===== src/rtl/lvds_pwm_pkg.sv =====
// Shared types and default constants for the multi-channel differential PWM driver.
//   phase_e        : per-channel output phase (NONE / DEAD / P / N)
//   DEF_*          : default parameter values used by the top and the interface
//   ch_width()     : width of a channel-select field (never below 1 bit)
package lvds_pwm_pkg;

  typedef enum logic [1:0] {
    PH_NONE = 2'd0,
    PH_DEAD = 2'd1,
    PH_P    = 2'd2,
    PH_N    = 2'd3
  } phase_e;

  localparam int unsigned DEF_CHANNELS  = 4;
  localparam int unsigned DEF_CNT_W     = 26;
  localparam int unsigned DEF_PERIOD    = 30000000;
  localparam int unsigned DEF_DUTY_W    = 4;
  localparam int unsigned DEF_DEADTIME  = 0;
  localparam int unsigned DEF_DUTY_INIT = 8;

  function automatic int unsigned ch_width(input int unsigned n);
    return (n > 1) ? $clog2(n) : 1;
  endfunction

endpackage


===== src/rtl/lvds_pwm_array_if.sv =====
// Duty-write bus from the board controls / CPU into the PWM array.
//   DUTY_WR  : single-cycle write strobe
//   DUTY_CH  : target channel (out-of-range values are ignored by the slave)
//   DUTY_VAL : duty code to place in the pending register
// Modports: master drives the write, slave (the PWM array) receives it.
interface lvds_pwm_array_if
  import lvds_pwm_pkg::*;
#(
  parameter int unsigned CH_W   = ch_width(DEF_CHANNELS),
  parameter int unsigned DUTY_W = DEF_DUTY_W
);

  logic              DUTY_WR;
  logic [CH_W-1:0]   DUTY_CH;
  logic [DUTY_W-1:0] DUTY_VAL;

  modport master (output DUTY_WR, DUTY_CH, DUTY_VAL);
  modport slave  (input  DUTY_WR, DUTY_CH, DUTY_VAL);

endinterface


===== src/rtl/lvds_pwm_channel.sv =====
// One differential PWM channel: threshold register, comparator and dead-time FSM.
//   clk, rst : clock, asynchronous active-high reset
//   run      : counting enabled; low forces the FSM to NONE with both legs low
//   commit   : load a new threshold from duty (period boundary)
//   count    : (effective) period count for this channel
//   duty     : duty code to commit
//   tx_p/n   : registered positive / negative legs, never high together
module lvds_pwm_channel
  import lvds_pwm_pkg::*;
#(
  parameter int unsigned CNT_W     = DEF_CNT_W,
  parameter int unsigned PERIOD    = DEF_PERIOD,
  parameter int unsigned DUTY_W    = DEF_DUTY_W,
  parameter int unsigned DEADTIME  = DEF_DEADTIME,
  parameter int unsigned DUTY_INIT = DEF_DUTY_INIT
) (
  input  logic              clk,
  input  logic              rst,
  input  logic              run,
  input  logic              commit,
  input  logic [CNT_W-1:0]  count,
  input  logic [DUTY_W-1:0] duty,
  output logic              tx_p,
  output logic              tx_n
);

  localparam int unsigned PROD_W = CNT_W + DUTY_W;
  localparam int unsigned DT_W   = (DEADTIME > 0) ? $clog2(DEADTIME + 1) : 1;

  // Full-width product, then scale down by 2^DUTY_W.
  function automatic logic [CNT_W-1:0] threshold(input logic [DUTY_W-1:0] d);
    logic [PROD_W-1:0] prod;
    prod = PROD_W'(PERIOD) * PROD_W'(d);
    return CNT_W'(prod >> DUTY_W);
  endfunction

  phase_e            state;
  phase_e            target;
  phase_e            want;
  logic [DT_W-1:0]   dcnt;
  logic [CNT_W-1:0]  thr;

  // Desired phase for the current count; duty 0 gives thr 0, so always N.
  assign want = (count < thr) ? PH_P : PH_N;

  // Dead-time FSM: any phase change passes through DEAD for DEADTIME cycles.
  always_ff @(posedge clk or posedge rst) begin
    if (rst) begin
      state  <= PH_NONE;
      target <= PH_NONE;
      dcnt   <= DT_W'(DEADTIME);
      thr    <= threshold(DUTY_W'(DUTY_INIT));
      tx_p   <= 1'b0;
      tx_n   <= 1'b0;
    end else begin
      if (commit) begin
        thr <= threshold(duty);
      end
      if (!run) begin
        state <= PH_NONE;
        dcnt  <= DT_W'(DEADTIME);
        tx_p  <= 1'b0;
        tx_n  <= 1'b0;
      end else begin
        case (state)
          PH_DEAD: begin
            if (want != target) begin
              // target moved while waiting: restart the gap toward it
              target <= want;
              dcnt   <= DT_W'(DEADTIME);
            end else if (dcnt <= DT_W'(1)) begin
              state <= target;
              tx_p  <= (target == PH_P);
              tx_n  <= (target == PH_N);
            end else begin
              dcnt <= dcnt - DT_W'(1);
            end
          end
          default: begin
            if (want != state) begin
              if (DEADTIME == 0) begin
                state <= want;
                tx_p  <= (want == PH_P);
                tx_n  <= (want == PH_N);
              end else begin
                state  <= PH_DEAD;
                target <= want;
                dcnt   <= DT_W'(DEADTIME);
                tx_p   <= 1'b0;
                tx_n   <= 1'b0;
              end
            end
          end
        endcase
      end
    end
  end

endmodule


===== src/rtl/lvds_pwm_array.sv =====
// Multi-channel differential PWM driver for the HSMC LVDS TX pairs.
//   OSC_50_B8A  : 50 MHz system clock
//   RESET       : asynchronous active-high reset (release synchronised internally)
//   EN          : global enable; low holds the counter at 0 and all legs low
//   duty_bus    : duty write bus (slave modport): DUTY_WR / DUTY_CH / DUTY_VAL
//   HSMC_TX_p/n : registered differential legs, one bit per channel
//   PERIOD_TICK : high on the cycle the period counter is at PERIOD-1
//   LED         : [0] ch0 P, [1] ch0 N, [2] EN (registered), [3] uncommitted write pending
// Optional build macro LVDS_PWM_PHASE_STAGGER_EN offsets channel k by
// k*(PERIOD/CHANNELS) counts; duty commit stays on the global wrap.
module lvds_pwm_array
  import lvds_pwm_pkg::*;
#(
  parameter int unsigned CHANNELS  = DEF_CHANNELS,
  parameter int unsigned CNT_W     = DEF_CNT_W,
  parameter int unsigned PERIOD    = DEF_PERIOD,
  parameter int unsigned DUTY_W    = DEF_DUTY_W,
  parameter int unsigned DEADTIME  = DEF_DEADTIME,
  parameter int unsigned DUTY_INIT = DEF_DUTY_INIT
) (
  input  logic                OSC_50_B8A,
  input  logic                RESET,
  input  logic                EN,
  lvds_pwm_array_if.slave     duty_bus,
  output logic [CHANNELS-1:0] HSMC_TX_p,
  output logic [CHANNELS-1:0] HSMC_TX_n,
  output logic                PERIOD_TICK,
  output logic [3:0]          LED
);

  localparam int unsigned CH_W = ch_width(CHANNELS);

  logic                rst_hold;
  logic                run;
  logic                commit;
  logic [CNT_W-1:0]    count;
  logic                en_q;
  logic [CHANNELS-1:0] wr_hit;
  logic [CHANNELS-1:0] dirty;
  logic [DUTY_W-1:0]   pending [CHANNELS];

  // Reset release synchroniser: asserts with RESET, drops on the first edge after it.
  always_ff @(posedge OSC_50_B8A or posedge RESET) begin
    if (RESET) begin
      rst_hold <= 1'b1;
    end else begin
      rst_hold <= 1'b0;
    end
  end

  assign run    = EN && !rst_hold;
  assign commit = run && (count == CNT_W'(PERIOD - 1));

  // Period counter and tick; tick is set one edge early so it lines up with PERIOD-1.
  always_ff @(posedge OSC_50_B8A or posedge RESET) begin
    if (RESET) begin
      count       <= '0;
      PERIOD_TICK <= 1'b0;
      en_q        <= 1'b0;
    end else begin
      en_q <= EN;
      if (!run) begin
        count       <= '0;
        PERIOD_TICK <= 1'b0;
      end else begin
        count       <= commit ? '0 : count + CNT_W'(1);
        PERIOD_TICK <= (count == CNT_W'(PERIOD - 2));
      end
    end
  end

  // Pending duty registers; a write in the commit cycle is folded into the commit.
  always_ff @(posedge OSC_50_B8A or posedge RESET) begin
    if (RESET) begin
      for (int i = 0; i < CHANNELS; i++) begin
        pending[i] <= DUTY_W'(DUTY_INIT);
      end
      dirty <= '0;
    end else begin
      for (int i = 0; i < CHANNELS; i++) begin
        if (wr_hit[i]) begin
          pending[i] <= duty_bus.DUTY_VAL;
        end
      end
      dirty <= commit ? '0 : (dirty | wr_hit);
    end
  end

  assign LED = {|dirty, en_q, HSMC_TX_n[0], HSMC_TX_p[0]};

  for (genvar k = 0; k < CHANNELS; k++) begin : g_ch
    logic [CNT_W-1:0]  eff;
    logic [DUTY_W-1:0] duty_in;

    // Out-of-range channel numbers match no k and are dropped.
    assign wr_hit[k] = duty_bus.DUTY_WR && (duty_bus.DUTY_CH == CH_W'(k));
    assign duty_in   = wr_hit[k] ? duty_bus.DUTY_VAL : pending[k];

`ifdef LVDS_PWM_PHASE_STAGGER_EN
    localparam int unsigned SUM_W = CNT_W + 1;
    localparam int unsigned OFS   = k * (PERIOD / CHANNELS);
    logic [SUM_W-1:0] sum;
    assign sum = SUM_W'(count) + SUM_W'(OFS);
    assign eff = (sum >= SUM_W'(PERIOD)) ? CNT_W'(sum - SUM_W'(PERIOD)) : CNT_W'(sum);
`else
    assign eff = count;
`endif

    lvds_pwm_channel #(
      .CNT_W    (CNT_W),
      .PERIOD   (PERIOD),
      .DUTY_W   (DUTY_W),
      .DEADTIME (DEADTIME),
      .DUTY_INIT(DUTY_INIT)
    ) u_ch (
      .clk   (OSC_50_B8A),
      .rst   (RESET),
      .run   (run),
      .commit(commit),
      .count (eff),
      .duty  (duty_in),
      .tx_p  (HSMC_TX_p[k]),
      .tx_n  (HSMC_TX_n[k])
    );
  end

endmodule


===== src/flat_wrapper.sv =====
// flat-port wrapper written by rule: the top's interface ports become plain ports
module lvds_pwm_array_flat import lvds_pwm_pkg::*;
#(
  parameter int unsigned CHANNELS  = DEF_CHANNELS,
  parameter int unsigned CNT_W     = DEF_CNT_W,
  parameter int unsigned PERIOD    = DEF_PERIOD,
  parameter int unsigned DUTY_W    = DEF_DUTY_W,
  parameter int unsigned DEADTIME  = DEF_DEADTIME,
  parameter int unsigned DUTY_INIT = DEF_DUTY_INIT
)
  (OSC_50_B8A, RESET, EN, HSMC_TX_p, HSMC_TX_n, PERIOD_TICK, LED, duty_bus_DUTY_WR, duty_bus_DUTY_CH, duty_bus_DUTY_VAL);
  lvds_pwm_array_if #(.CH_W((2)), .DUTY_W(DUTY_W)) duty_bus_i ();
  input  logic OSC_50_B8A;
  input  logic RESET;
  input  logic EN;
  output logic [CHANNELS-1:0] HSMC_TX_p;
  output logic [CHANNELS-1:0] HSMC_TX_n;
  output logic PERIOD_TICK;
  output logic [3:0] LED;
  input wire logic [$bits(duty_bus_i.DUTY_WR)-1:0] duty_bus_DUTY_WR;
  input wire logic [$bits(duty_bus_i.DUTY_CH)-1:0] duty_bus_DUTY_CH;
  input wire logic [$bits(duty_bus_i.DUTY_VAL)-1:0] duty_bus_DUTY_VAL;
  assign duty_bus_i.DUTY_WR = duty_bus_DUTY_WR;
  assign duty_bus_i.DUTY_CH = duty_bus_DUTY_CH;
  assign duty_bus_i.DUTY_VAL = duty_bus_DUTY_VAL;
  lvds_pwm_array #(.CHANNELS(CHANNELS), .CNT_W(CNT_W), .PERIOD(PERIOD), .DUTY_W(DUTY_W), .DEADTIME(DEADTIME), .DUTY_INIT(DUTY_INIT)) u_core (.OSC_50_B8A(OSC_50_B8A), .RESET(RESET), .EN(EN), .duty_bus(duty_bus_i), .HSMC_TX_p(HSMC_TX_p), .HSMC_TX_n(HSMC_TX_n), .PERIOD_TICK(PERIOD_TICK), .LED(LED));
endmodule

===== config.mk =====
export PLATFORM = sky130hd
export DESIGN_NAME = lvds_pwm_array_flat
export DESIGN_NICKNAME = d
export VERILOG_FILES = /design/src/rtl/lvds_pwm_pkg.sv /design/src/rtl/lvds_pwm_array_if.sv /design/src/rtl/lvds_pwm_channel.sv /design/src/rtl/lvds_pwm_array.sv /design/src/flat_wrapper.sv
export SDC_FILE = /design/constraint.sdc
export NUM_CORES = 1
export LEC_CHECK = 0
export CAP_MARGIN = 5
export CELL_PAD_IN_SITES_DETAIL_PLACEMENT = 1
export CELL_PAD_IN_SITES_GLOBAL_PLACEMENT = 2
export CORE_MARGIN = 5
export CORE_UTILIZATION = 40
export DETAILED_ROUTE_END_ITERATION = 8
export PLACE_DENSITY = 0.77
export SYNTH_ARGS = -nofsm -noshare
export SYNTH_HDL_FRONTEND = slang
export SYNTH_SLANG_ARGS = --single-unit

===== constraint.sdc =====
create_clock -name OSC_50_B8A -period 6.28 [get_ports OSC_50_B8A]
set_input_delay 0.942 -clock OSC_50_B8A [delete_from_list [all_inputs] [get_ports OSC_50_B8A]]
set_output_delay 0.942 -clock OSC_50_B8A [all_outputs]
set_load 0.1 [all_outputs]

; After elaboration in Yosys (flattened, before gate mapping)
; Cells that the tools add are included.
[op_classes]
addsub = 5
n_mul = 4
magnitude_cmp = 8
eq_ne = 53
muxes = 88
bitwise_logic = 1
reduce_logical = 21
[op_table]
columns = op, n
row1 = $lt 26x25->1, 4
row2 = $mul 18x4->22 const A, 4
row3 = $mux 1, 61
row4 = $eq 26x25->1 const B, 2
row5 = $mux 26, 2
row6 = $ne 3x3->1 const B, 15
row7 = $mux 2, 20
row8 = $eq 2x2->1 const B, 18
row9 = $add 26x1->26 const B, 1
row10 = $reduce_and 3->1, 8
row11 = $mux 4, 5
row12 = $ne 2x2->1, 8
row13 = $eq 2x1->1 const B, 5
row14 = $reduce_and 2->1, 4
row15 = $logic_and 1x1->1, 6
row16 = $ne 2x2->1 const B, 3
row17 = $le 1x1->1 const B, 4
row18 = $or 4x4->4, 1
row19 = $reduce_or 4->1, 1
row20 = $sub 1x1->1 const B, 4
row21 = $ne 3x1->1 const B, 1
row22 = $logic_not 2->1, 1
row23 = $ne 2x1->1 const B, 1
row24 = $logic_not 1->1, 1
[word_totals]
reg_bits = 165
output_inout_bits = 13

; Depth between registers and ports, before layout
; Gate-level depths: netlist of run 1.
[logic_depth]
word_depth = 6
mapped_depth = 17

; By module
; A second synthesis of run 1 with hierarchy kept.
[hier_totals]
hier_cells = 1318
hier_area_um2 = 12214.2
[by_module_without_submodules]
columns = mod, instances, cells_per_inst, area_each_um2
row1 = lvds_pwm_channel (u_core.g_ch[1].u_ch ...), 2, 274, 2477.4
row2 = lvds_pwm_channel (u_core.g_ch[3].u_ch), 1, 282, 2471.1
row3 = lvds_pwm_channel (u_core.g_ch[0].u_ch), 1, 280, 2463.6
row4 = lvds_pwm_array, 1, 208, 2324.7

; Worst setup path after synthesis of run 1
; Ideal clock, no wire load.
[synth_path]
kind = input -> register
from = input port duty_bus_DUTY_CH[1]
to = register u_core.g_ch[0].u_ch.thr[24]
setup_ns = 0.129
arrival_ns = 4.376
required_ns = 6.151
setup_slack_ns = 1.775
path_stages = 15
n_path_buf = 1
cell_sequence = nor3b_4 mux2_2 inv_1 fa_1 ha_1 ha_1 clkbuf_1 a21o_1 a21oi_1 o21ba_2 o31ai_1 a31o_2 a31oi_1 xnor2_1 o21ai_1
[synth_via]
elab_chain_cells = 4
[synth_lines]
columns = item, line
row1 = from (decl), flat_wrapper.sv:21  ; input wire logic [$bits(duty_bus_i.DUTY_CH)-1:0] duty_bus_DUTY_CH;
row2 = $logic_not 2->1, lvds_pwm_array.sv:96  ; assign wr_hit[k] = duty_bus.DUTY_WR && (duty_bus.DUTY_CH == CH_W'(k));
row3 = $logic_and 1x1->1, lvds_pwm_array.sv:96
row4 = $mux 4, lvds_pwm_array.sv:97  ; assign duty_in = wr_hit[k] ? duty_bus.DUTY_VAL : pending[k];
row5 = named net u_core.g_ch[0].duty_in[2], lvds_pwm_array.sv:93  ; logic [DUTY_W-1:0] duty_in;
row6 = $mul 18x4->22, lvds_pwm_channel.sv:33  ; prod = PROD_W'(PERIOD) * PROD_W'(d);
row7 = to (signal assigned), lvds_pwm_channel.sv:52  ; thr <= threshold(DUTY_W'(DUTY_INIT));
row8 = to (signal assigned), lvds_pwm_channel.sv:57  ; thr <= threshold(duty);
row9 = to (decl), lvds_pwm_channel.sv:41  ; logic [CNT_W-1:0] thr;
; The timed path passes the listed nets, and every way through them passes these cells.
; A chain may end at the register's enable or synchronous reset.

; Worst setup path in the final report of run 1
[layout_path]
from = input port duty_bus_DUTY_CH[1]
to = register u_core.g_ch[3].u_ch.thr[24]
[layout_via]
elab_chain_cells = 4
[layout_lines]
columns = item, line
row1 = $eq 2x2->1, lvds_pwm_array.sv:96
row2 = $logic_and 1x1->1, lvds_pwm_array.sv:96
row3 = $mux 4, lvds_pwm_array.sv:97
row4 = named net u_core.g_ch[3].duty_in[2], lvds_pwm_array.sv:93
row5 = $mul 18x4->22, lvds_pwm_channel.sv:33
row6 = to (signal assigned), lvds_pwm_channel.sv:52
row7 = to (signal assigned), lvds_pwm_channel.sv:57
row8 = to (decl), lvds_pwm_channel.sv:41
; The timed path passes the listed nets, and every way through them passes these cells.

==> results.txt, run 1 <==
* HPWL reported at the end of detailed placement: 24.6 mm
* Number of synthesized flops with an enable pin: 0
* Top-level I/O count: 23
* Fraction of synthesis flops using an asynchronous set or reset pin: 100%
* Cell taking the most area after synthesis: dfrtp_1
- In this run the worst path has a maximum fanout of 11.
* Busiest metal layer after global routing: met2
- After synthesis, the cell types taking the most area are dfrtp_1 24%, ha_1 16%, dfstp_2 9.9%, nand2_1 4.5%, o21ai_0 4.3%.
- Latest clock arrival within the worst-skew pair: 440 ps
- Worst EP required: 6580 ps
- The first global-routing pass estimated 54.5 mm of wire.
- Counting instances, the worst hold path has a depth of 2.
- Setup violations remaining at the end of the flow were counted as 0.
- After detailed routing, the average wire length per cell comes to 19.3 um.
- Post-route core utilization: roughly 44%
- The first routing iteration left about 350 violations.
- Buffers inserted to repair hold after CTS numbered 0.
- Total die area: 33300 um^2
- The final layout contains 1492 nets.
- Placeable core region: 29600 um^2
- Outcome: complete, no violations
* Placement row count: 63
* Count of port buffers added during placement: 22
- TritonCTS built the clock tree.
- Clock tree synthesis found a total of 160 sinks.
- Critical Path AT: roughly 5400 ps
* Relative slew margins: 35.0%
* DRC viols: 0
- Each instance of the synthesized netlist takes up on average 8.98 um^2.
- Counting every instance in the synthesized netlist gives roughly 1300.
* Element type at the critical path start: input pin
- Setup repair after global routing left no endpoint under its margin.
- Dpl cell area: 12400 um^2
- Number of buffers inserted by post-CTS setup repair: 0
- Global Route met2 Usage: between 30% and 40%
- Placement Setup Slack: slightly below 800 ps
- For this configuration, the core starts out at a cell density of between 40% and 50%.
- Routing usage on met3: under 10%
- Via density per instance: about 5.4
- Final TNS setup: 0 ps
* Overall routing resource usage: 20.5%
- The H-tree was split into 4 levels.
- By startpoint and endpoint, the worst setup path is classified as input pin to flop.
- Number of antenna diodes: 0
- Initial antenna violation count: 0
* Commonest cells post-synth: 154 x ha_1, 144 x nand2_1, 124 x inv_1, 115 x dfrtp_1, 103 x o21ai_0
- Post-synthesis sequential area ratio: around 34%
- The via count of the first global-routing pass was 9887.
- Startpoint of the most critical hold path: u_core.g_ch[0].u_ch.thr[3]
* Via count of the routed design: 9312
- Setup slack, reg-to-reg: 2360 ps
* Max capacitance violation total: 0
- The congestion estimate from routability-driven global placement came to 0.867.
* Antenna violation net count after detailed routing: 0
* Startpoint of the worst register-to-register path: u_core.pending[2]
- Measured along the x axis, the die boundary spans between 150 and 200 um.
* Most frequently used cell type in the post-synthesis netlist: ha_1
* Count of synthesis-stage warnings from yosys: 0
- In this run the worst hold path is classified as flop to flop.
- TritonCTS Buffers: 17
- Total power of the final layout: between 3 and 4 mW
- Finished layout cell area: roughly 13000 um^2
- The worst hold path terminates at u_core.g_ch[0].u_ch.thr[3].
- The worst-case IR drop observed on VDD is 0.176 mV.
- In the final layout, the share of cells above drive strength 1 is 10.1%.
* Actual slew at the worst max-slew pin: 971 ps
* Met1 GRT Util: approximately 28%
- First-pass detailed-route iteration total: 4
* Synth Register Bits: 160
- The die is 183 um tall.
- Worst Clk Skew: 17.7 ps
- Final Hold Vio Count: 0
- Portion of synthesized cell area occupied by the leading cell type: 24.2%
- Based on the critical path, the design can be clocked at up to 0.198 GHz.
- Setup slack closes at 1220 ps.
- In this run the cell area of the synthesized design comes to 11900 um^2.
* Prevailing post-synth register cell: dfrtp_1
- No sink is reached through more buffers than the 2 on the longest clock path.
- The number of nets handed over by synthesis was 1500.
- The worst setup path is captured at a flop.
- Total of cells resized after clock tree synthesis: 0
- After layout, the minimum clock period comes to 5060 ps.
- Dividing the final minimum period by the clock period gives 80.5%.
- The root buffer cell chosen for the clock tree is clkbuf_16.
- Syn-to-layout area delta: 8.75%
- Residual overflow from global routing: 0
* Total routed wirelength: 33.2 mm
- The max-slew violation count was 0.
* Library cells used by synthesis: 81
- Largest net degree at the start of global routing: 79
- Endpoint of the worst register-to-register path: u_core.g_ch[3].u_ch.thr[24]
- Reg2reg path depth: 13
* Power density relative to cell area: 290 nW/um^2
- Clock-pin slew on the worst setup and hold paths: 80 ps
* Leakage power summed over all cells: 6.04 nW
==> report_power, final <==
group	leakage, nW	switching, mW	internal (mW)
clock network	0.260	0.472	0.525
logic	3.86	1.04	0.643
registers	1.92	0.0151	1.06
total	6.04	1.53	2.23
==> cells in the final DEF, fill, tap and decap left out, types with 13 or more instances in the layout <==
master	Yosys	layout
dfrtp_1	115	115
nand2b_1	13	13
nand2_1	144	143
nor2_1	69	69
inv_1	124	123
clkdlybuf4s50_1	0	22
nand4_1	15	15
nand3_1	41	41
xnor2_1	42	42
mux2_2	15	15
dfstp_2	45	45
clkbuf_16	0	17
a21oi_1	96	96
nor3_1	17	17
xor2_1	47	47
ha_1	154	154
nor2b_1	14	14
and3_1	13	13
o21ai_0	103	103
a21o_1	42	42
==> critical path, stage by stage <==
cell,delay [ps]
clkdlybuf4s50_1,610
nand3_1,280
mux2_2,460
fa_1,510
inv_1,40
ha_1,320
ha_1,400
a21o_1,190
a21oi_1,310
o311ai_2,210
a221o_2,430
a41oi_2,250
o41ai_1,110
xnor2_1,200
o21ai_1,70
==> how the worst max path moves through the flow <==
stage	end	slack (ps)	start	depth (start not counted)
2_1_floorplan	u_core.PERIOD_TICK	1090	RESET	1
3_3_place_gp	u_core.g_ch[3].u_ch.thr[24]	890	duty_bus_DUTY_CH[1]	15
3_5_place_dp	u_core.g_ch[0].u_ch.thr[19]	780	duty_bus_DUTY_WR	15
4_1_cts	u_core.g_ch[0].u_ch.thr[24]	1240	duty_bus_DUTY_WR	15
5_1_grt	u_core.g_ch[3].u_ch.thr[24]	930	duty_bus_DUTY_CH[1]	15
6_report	u_core.g_ch[3].u_ch.thr[24]	1220	duty_bus_DUTY_CH[1]	15
==> registers in the layout, indices dropped and copies added (netlist names) <==
register / flops
u_core.g_ch.u_ch.target: 8
u_core.g_ch.u_ch.tx_n: 4
u_core.g_ch.u_ch.tx_p: 4
u_core.PERIOD_TICK: 1
u_core.rst_hold: 1
u_core.g_ch.u_ch.thr: 87
u_core.pending: 16
u_core.count: 26
u_core.dirty: 4
u_core.en_q: 1
u_core.g_ch.u_ch.state: 8
==> through the flow <==
stage / cells / hold slack [ps]
final: 1721 / 479
after global routing: 1721 / 500
after CTS: 1721 / 481
after detailed placement: 1689 / 462
after global placement: 1689 / 456
after floorplan: 1326 / 440
==> layout make-up <==
class | instances | area, um^2
Tap cell | 390 | 488
Inverter | 125 | 474
Clock inverter | 13 | 106
Timing Repair Buffer | 27 | 258
Clock buffer | 19 | 443
Sequential cell | 160 | 4060
Multi-Input combinational cell | 987 | 7130
Fill cell | 3491 | 16600
==> layer usage <==
layer | vias to the layer above | share of wire [%]
met3 | 24 | 1.8
met2 | 86 | 47
met4 | 0 | 1.4
li1 | 4583 | -
met5 | - | 0
met1 | 4619 | 49
==> kinds of logic (layout without fill, tap and decap cells) <==
logic type	after synthesis	count (layout)	synth area share, %
flops	160	160	34.1
xor+xnor	89	89	6.54
simple gates	379	379	15.7
buf+inv	179	184	6.18
compound gates	330	330	17.3
mux	24	24	2.31
fa+ha+maj	164	164	17.9
other cells	1	1	0.0315
Power figures use the tool's default switching activity.
==> run 2, diff against run 1 <==
Clock period 6.28 ns to 5.18 ns, I/O delays scaled along.
==> run 2 against run 1 <==
Critical path depth up 1. Global-route usage rose by 0.78 points. Setup slack worse by 740 ps. Sequential cell count stayed put. Critical path type unchanged. Critical endpoint unchanged. Highest routed layer unchanged.
==> results.txt, run 2 (synthesis gave the netlist of run 1 again) <==
- Outcome: complete, no violations
- Number of buffers inserted by post-CTS setup repair: 0 (unchanged)
- TritonCTS built the clock tree.
- The die footprint was 33300 um^2 (unchanged).
* Count of pins over their slew limit: 0 (unchanged)
* Startpoint of the most critical hold path: u_core.g_ch[1].u_ch.thr[15]
* DRC viols: 0 (unchanged)
- The worst path uses 90.6% of the clock period.
- Largest registers ranked by flip-flop count: u_core.g_ch.u_ch.thr: 87 flops, u_core.count: 26 flops, u_core.pending: 16 flops
- Total routed wirelength: 34.2 mm (+3.0%)
* Most frequent cells in the layout: 154 x ha_1, 143 x nand2_1, 123 x inv_1, 115 x dfrtp_1, 103 x o21ai_0
* Initial antenna violation count: 0 (unchanged)
- The total vias in the final route is 9465 (+1.6%).
- Final setup viols: 0 (unchanged)
- The critical path in this run is classified as input pin to flop.
- Initial Util: 40.3% (unchanged)
- Worst hold path stage count: 2 (unchanged)
- Class of the most critical hold timing path: flop to flop
- The register area is 4060 um^2 (unchanged).
- The number of buffers inserted for hold repair after clock tree synthesis was 0 (unchanged).
- The core area came to 29600 um^2 (unchanged).
- The share of post-route cells with drive strength above 1 is 12.4% (+2.3 points).
- Reg2reg path depth: 15 (+2)
- Actual slew at the worst max-slew pin: 984 ps (+13.2 ps)
- The worst hold path terminates at u_core.g_ch[1].u_ch.thr[15].
- Number of global-route vias before repair: 10000 (+1.4%)
- Register containing the most flip-flops in the final layout: u_core.g_ch.u_ch.thr
- Max capacitance violation total: 0 (unchanged)
- The height of the die is 183 um (unchanged).
* IR Drop Worst-Case VDD: 0.216 mV (+22%)
- Buffer type at the clock tree root: clkbuf_16
- The number of primary I/O pins is 23 (unchanged).
- Die width: 183 um (unchanged)
* Avg WL per Cell: 19.5 um (+0.97%)
* HPWL reported at the end of detailed placement: 25.7 mm (+4.3%)
* Count of port buffers added during placement: 22 (unchanged)
* Clock sink count: 160 (unchanged)
* Total of cells resized after clock tree synthesis: 0 (unchanged)
* H-tree levels: 4 (unchanged)
- The leakage power is 6.24 nW (+3.4%).
* Endpoint of the worst register-to-register path: u_core.g_ch[2].u_ch.thr[19]
* Critical Path AT: 5000 ps (-350 ps)
* Setup slack, reg-to-reg: 1440 ps (-920 ps)
- In this run the critical register-to-register path is launched from u_core.pending[7].
- The detailed-routing iteration count for the pre-antenna-repair pass is 4 (unchanged).
- The initial DRC count was 438 (+24%).
* Element type at the critical path start: input pin
* Worst Clk Skew: 14.4 ps (-3.33 ps)
- Most common cell after layout, fill and taps aside: ha_1
- Setup repair after global routing missed its margin: no
- The detailed-route vias per instance was 5.39 (-0.38%).
- The final hold violation count came to 0 (unchanged).
- Total area of multi-input combinational cells: 7130 um^2 (unchanged)
- The smallest clock period supported by the final layout is computed as 4690 ps.
* Placement row count: 63 (unchanged)
- The global-route usage over all layers is 21.3% (+0.78 points).
- The clock edge transition at the registers on the reported setup and hold paths came to 70 ps (about the same).
* Number of nets in the layout: 1527 (+2.3%)
* Antenna violation net count after detailed routing: 0 (unchanged)
* Fmax achieved: 0.213 GHz
* TritonCTS Buffers: 17 (unchanged)
* Final TNS setup: 0 ps (unchanged)
* Buffer depth of the longest clock path: 2 (unchanged)
- Residual overflow from global routing: 0 (unchanged)
* Max FFs per register: 87 (unchanged)
- The global-route wire length before repair was 56.0 mm (+2.7%).
- The maximum number of pins on one net before global-route repair was 82 (+3.8%).
- From synthesis to final layout, the design area changed by 11.4%.
- Latest clock arrival within the worst-skew pair: 450 ps (about the same)
* Relative slew margins: 34.2% (-0.88 points)
- The global placement routability congestion is 0.873 (+0.72%).
- The post-route core utilization was 44.9% (+1.1 points).
* Crit. End Element: flop
- The antenna diode count is 0 (unchanged).
- The count of fill cells added during filler insertion was 3473 (-0.52%).
* Worst EP required: 5480 ps (-1100 ps)
* Power density relative to cell area: 362 nW/um^2 (+25%)
* Maximum fanout along the worst path: 5 (-6)
==> run 2: cell types whose count changed in the layout (fill, tap and decap cells not counted), sizes merged <==
cell / before / now
buf: 5 / 40
bufinv: 0 / 2
clkinvlp: 4 / 2
clkinv: 5 / 4
inv: 129 / 130
==> run 2: worst max path at each step <==
| stage | start | to | cells past startpoint |
|---|---|---|---|
| global route | duty_bus_DUTY_CH[1] | u_core.g_ch[0].u_ch.thr[21] | 14 |
| detailed placement | duty_bus_DUTY_CH[1] | u_core.g_ch[3].u_ch.thr[24] | 16 |
| floorplan | RESET | u_core.PERIOD_TICK | 1 |
| CTS | duty_bus_DUTY_CH[1] | u_core.g_ch[3].u_ch.thr[24] | 16 |
| global placement | duty_bus_DUTY_CH[1] | u_core.g_ch[0].u_ch.thr[23] | 14 |
| finish | duty_bus_DUTY_CH[1] | u_core.g_ch[3].u_ch.thr[24] | 16 |
==> run 2: metrics by stage <==
step	hold WS, ps	worst slack, ps	instance area [um^2]	power, mW	cells
floorplan	440	158	11900	2.83	1326
global placement	461	174	12700	3.49	1724
detailed placement	470	24.3	12700	3.51	1724
CTS	481	484	13300	4.86	1756
global route	490	212	13300	5.15	1756
finish	475	487	13300	4.81	1756
==> run 2: cell type report <==
type	count	share of cell area [%]
clock inverter	13	1.14
sequential	160	30.6
tap	390	3.68
clock buffer	19	3.34
multi-input combinational	987	53.7
timing repair buffer	62	4.02
inverter	125	3.57
==> run 2: routing by layer <==
| metal | share of wire [%] | GRT usage, % |
|---|---|---|
| met5 | 0 | 0 |
| met4 | 1.8 | 5.52 |
| met3 | 3.1 | 2.85 |
| met2 | 49 | 36.5 |
| met1 | 46 | 28.4 |
==> run 2: power breakdown <==
part           internal [mW]  switching, mW  leakage (nW)  total (mW)
Clock                  0.734          0.576         0.288        1.31
Sequential              1.29         0.0182          1.92        1.31
Combinational          0.899           1.29          4.03        2.19
Total                   2.92           1.89          6.24        4.81
==> run 2: worst max-delay path, cell delays in order <==
cell	delay, ps
clkdlybuf4s50_1	610
nand3_1	290
mux2i_1	200
buf_4	180
fa_1	530
inv_1	40
ha_1	330
ha_1	370
and2_1	190
nand3_1	100
o311ai_2	300
a221o_2	240
a41oi_2	160
o41ai_1	410
xnor2_1	190
o21ai_1	70
==> run 3, diff against run 2 <==
Settings changed: ABC_AREA set to 1, GPL_ROUTABILITY_DRIVEN set to 0, PLACE_DENSITY 0.77 to 0.83.
Clock period 5.18 ns to 6 ns, I/O delays scaled along.
==> run 3 against run 2 <==
Utilization shrank 0.36 points. Largest power group unchanged. Sequential power shrank 15%. Clock skew shrank 2.7 ps. First-iteration DRC count grew 43%. Largest cell class unchanged. Critical path depth grew 1. Register-to-register slack gained 950 ps. Clock-buffer cell count grew 3. Die area grew 7.6%. Setup slack gained 620 ps. Wire length grew 19%. Hold slack lost 4.4 ps. Final area grew 6.2%.
==> results.txt, run 3 <==
- The flow ran to the end, and the final reports show no timing, DRC or antenna violations.
* Worst Clk Skew: 11.7 ps (-2.74 ps)
* Post-route core utilization: 44.6% (-0.36 points)
- Via count of the routed design: 11600 (+23%)
- Setup Crit Path Kind: input pin to flop
- The overall overflow remaining after global route came to 0 (unchanged).
- The clock latency reported for the late side of the worst-skew pair came to 450 ps (about the same).
- Actual slew at the worst max-slew pin: 972 ps (-12.3 ps)
* TritonCTS Buffers: 17 (unchanged)
* Max FFs per register: 87 (unchanged)
* Shortest clock period the worst path allows after layout: 4890 ps
- The net count of the finished layout was 1968 (+29%).
- The count of endpoints failing setup in the final report is 0 (unchanged).
* DRC viols: 0 (unchanged)
- Iter 0 DRT Violations: 626 (+43%)
- Post-synthesis sequential area ratio: 31.6% (-2.5 points)
- Placeable core region: 31600 um^2 (+7.0%)
- The post-CTS setup-driven buffer insertion count is 0 (unchanged).
* Final TNS setup: 0 ps (unchanged)
* Ratio of cells with drive above 1 in the final layout: 8.58% (-3.8 points)
- Most frequent cells in the layout: 449 x nand2_1, 287 x inv_1, 154 x ha_1, 137 x nor2_1, 125 x nand3_1
- Overall routing resource usage: 23.7% (+2.4 points)
* H-tree levels: 4 (unchanged)
- STA classifies the critical path startpoint as an input pin.
* Prevailing post-synth register cell: dfrtp_1
* Library cells used by synthesis: 51 (-37%)
* Most frequently used cell type in the post-synthesis netlist: nand2_1
- Cts-stage hold buffer count: 0 (unchanged)
- In this run the worst hold path is classified as flop to flop.
* Total of cells resized after clock tree synthesis: 0 (unchanged)
- The die footprint came to 35900 um^2 (+7.6%).
- Clock sink count: 160 (unchanged)
- The synthesized-area fraction occupied by and/or/nand/nor cells came to 28.7% (+13 points).
- First-pass detailed-route iteration total: 5 (+1)
- The horizontal die dimension is 189 um (+3.7%).
* Worst EP required: 6390 ps (+910 ps)
- The deepest clock path buffer count came to 2 (unchanged).
- CTS placed an instance of clkbuf_16 at the clock tree root.
- Count of pins over their slew limit: 0 (unchanged)
- Largest registers ranked by flip-flop count: u_core.g_ch.u_ch.thr: 87 flops, u_core.count: 26 flops, u_core.pending: 16 flops
- The mean cell area of the mapped netlist is 7.25 um^2 (-19%).
- The worst path uses 81.5% of the clock period.
* Cell area after synthesis: 12900 um^2 (+8.0%)
* Number of antenna diodes: 0 (unchanged)
- The power consumption is 3.82 mW (-21%).
* Clock-pin slew on the worst setup and hold paths: 70 ps (about the same)
- Critical Path AT: 5280 ps (+280 ps)
- Initial antenna violation count: 1 (+1)
- The number of core rows was 65 (+3.2%).
- Via density per instance: 5.26 (-2.4%)
- Synth Register Bits: 160 (unchanged)
* Final Hold Vio Count: 0 (unchanged)
- The routed length per instance was 18.5 um (-5.2%).
- Chip height: 189 um (+3.7%)
* TritonCTS clock tree: done
- Share of the synthesized netlist area taken by xor and xnor gates: 1.63% (-4.9 points)
* Post-Synthesis Cells: 1776 (+34%)
* Top-level I/O count: 23 (unchanged)
- The number of flops mapped to enable cells by yosys came to 0 (unchanged).
* Count of synthesis-stage warnings from yosys: 0 (unchanged)
* Largest family of logic cells by synthesized area: simple AND/OR/NAND/NOR gates
- Synthesized Nets: 1950 (+30%)
* Total routed wirelength: 40.8 mm (+19%)
- Fmax achieved: 0.204 GHz
* Register containing the most flip-flops in the final layout: u_core.g_ch.u_ch.thr
* Max capacitance violation total: 0 (unchanged)
- Setup repair after global routing left no endpoint under its margin.
- The fraction of post-synthesis cell area in the top cell type by area was 22.4% (-1.8 points).
- Wire length of the first global-routing pass: 67.5 mm (+21%)
* Antenna violation net count after detailed routing: 0 (unchanged)
* Cell taking the most area after synthesis: dfrtp_1
- Number of global-route vias before repair: 12400 (+23%)
- Maximum fanout along the worst path: 7 (+2)
- STA classifies the critical path endpoint as a flop.
* Fraction of synthesis flops using an asynchronous set or reset pin: 100% (unchanged)
- Synth Area in Compound Gates: 11.1% (-6.1 points)
- Synth Area in Adders: 16.5% (-1.3 points)
* IR Drop Worst-Case VDD: 0.201 mV (-6.8%)
* Largest net degree at the start of global routing: 88 (+7.3%)
- After synthesis, the most frequently instantiated cells are 449 x nand2_1, 289 x inv_1, 154 x ha_1, 137 x nor2_1, 126 x nand3_1.
- Most common cell after layout, fill and taps aside: nand2_1
- Count of port buffers added during placement: 22 (unchanged)
- Dominant cells by area after synthesis: dfrtp_1 22%, ha_1 15%, nand2_1 13%, dfstp_2 9.2%, inv_1 8.4%
- The power per cell area came to 271 nW/um^2 (-25%).
- The leakage power was 7.22 nW (+16%).
* HPWL reported at the end of detailed placement: 31.1 mm (+21%)
- The starting density of the core was 40.7% (+0.38 points).
- Mux contribution to synthesized area: 0% (-2.3 points)
* Relative slew margins: 35.0% (+0.83 points)
- Syn-to-layout area delta: 9.53%
-- run 3: final timing paths --
| path | start | to | slack, ps | depth (start not counted) |
|---|---|---|---|---|
| max in group asynchronous | RESET | u_core.g_ch[0].u_ch.thr[13] | 4100 | 3 |
| setup reg to reg | u_core.pending[5] | u_core.g_ch[2].u_ch.thr[17] | 2390 | 16 |
| min in group asynchronous | RESET | u_core.pending[0] | 960 | 2 |
| hold reg to reg | u_core.g_ch[1].u_ch.thr[22] | u_core.g_ch[1].u_ch.thr[22] | 470 | 2 |
| setup / recovery | duty_bus_DUTY_WR | u_core.g_ch[0].u_ch.thr[24] | 1110 | 17 |
| hold / removal | u_core.g_ch[1].u_ch.thr[22] | u_core.g_ch[1].u_ch.thr[22] | 470 | 2 |
-- run 3: logic make-up (layout without fill, tap and decap cells) --
kind of cell | count (synthesis) | count (layout)
AO/OA/AOI/OAI | 254 | 254
XOR/XNOR | 24 | 24
adder cells (fa/ha/maj) | 164 | 164
buffers and inverters | 333 | 364
flip-flops | 160 | 160
other | 1 | 1
AND/OR/NAND/NOR | 840 | 840
-- run 3: area by class of cell --
| class | instances | area [um^2] |
|---|---|---|
| well taps | 402 | 503 |
| clock buffers | 22 | 484 |
| inverters | 298 | 1130 |
| flip-flops and latches | 160 | 4060 |
| repair buffers | 34 | 323 |
| fillers | 3996 | 17500 |
| multi-input cells | 1283 | 7470 |
| clock inverters | 10 | 124 |
-- run 3: critical path, stage by stage --
cell,delay (ps)
clkdlybuf4s50_1,690
nand3_2,180
o21ai_0,780
fa_1,550
ha_1,210
ha_1,380
a21oi_1,470
o21ai_0,290
nand3_1,140
nand3_1,120
nand2_1,100
nand2_2,90
nand2_2,80
nand2_1,50
nand2_1,60
nand3_1,90
nand2_1,90
-- run 3: layer usage --
layer / vias to the layer above / global-route usage (%) / routed length (um)
met5: - / 0 / 0
met4: 0 / 6.04 / 741
met3: 46 / 2.89 / 1160
met2: 142 / 39.2 / 18900
met1: 5657 / 33.0 / 20000
li1: 5777 / - / -
-- run 3: where the power goes --
group	switching, mW	total (mW)	internal (mW)
Clock	0.494	1.16	0.663
Sequential	0.0104	1.12	1.11
Combinational	1.07	1.55	0.477
-- run 3: per-stage QoR --
stage / cell area [um^2] / instances / setup slack, ps / hold WS, ps
after floorplan: 12900 / 1776 / 855 / 443
final: 14100 / 2209 / 1110 / 471
after detailed placement: 13500 / 2177 / 666 / 460
after global routing: 14100 / 2209 / 640 / 490
after CTS: 14100 / 2209 / 1110 / 471
after global placement: 13500 / 2177 / 684 / 456
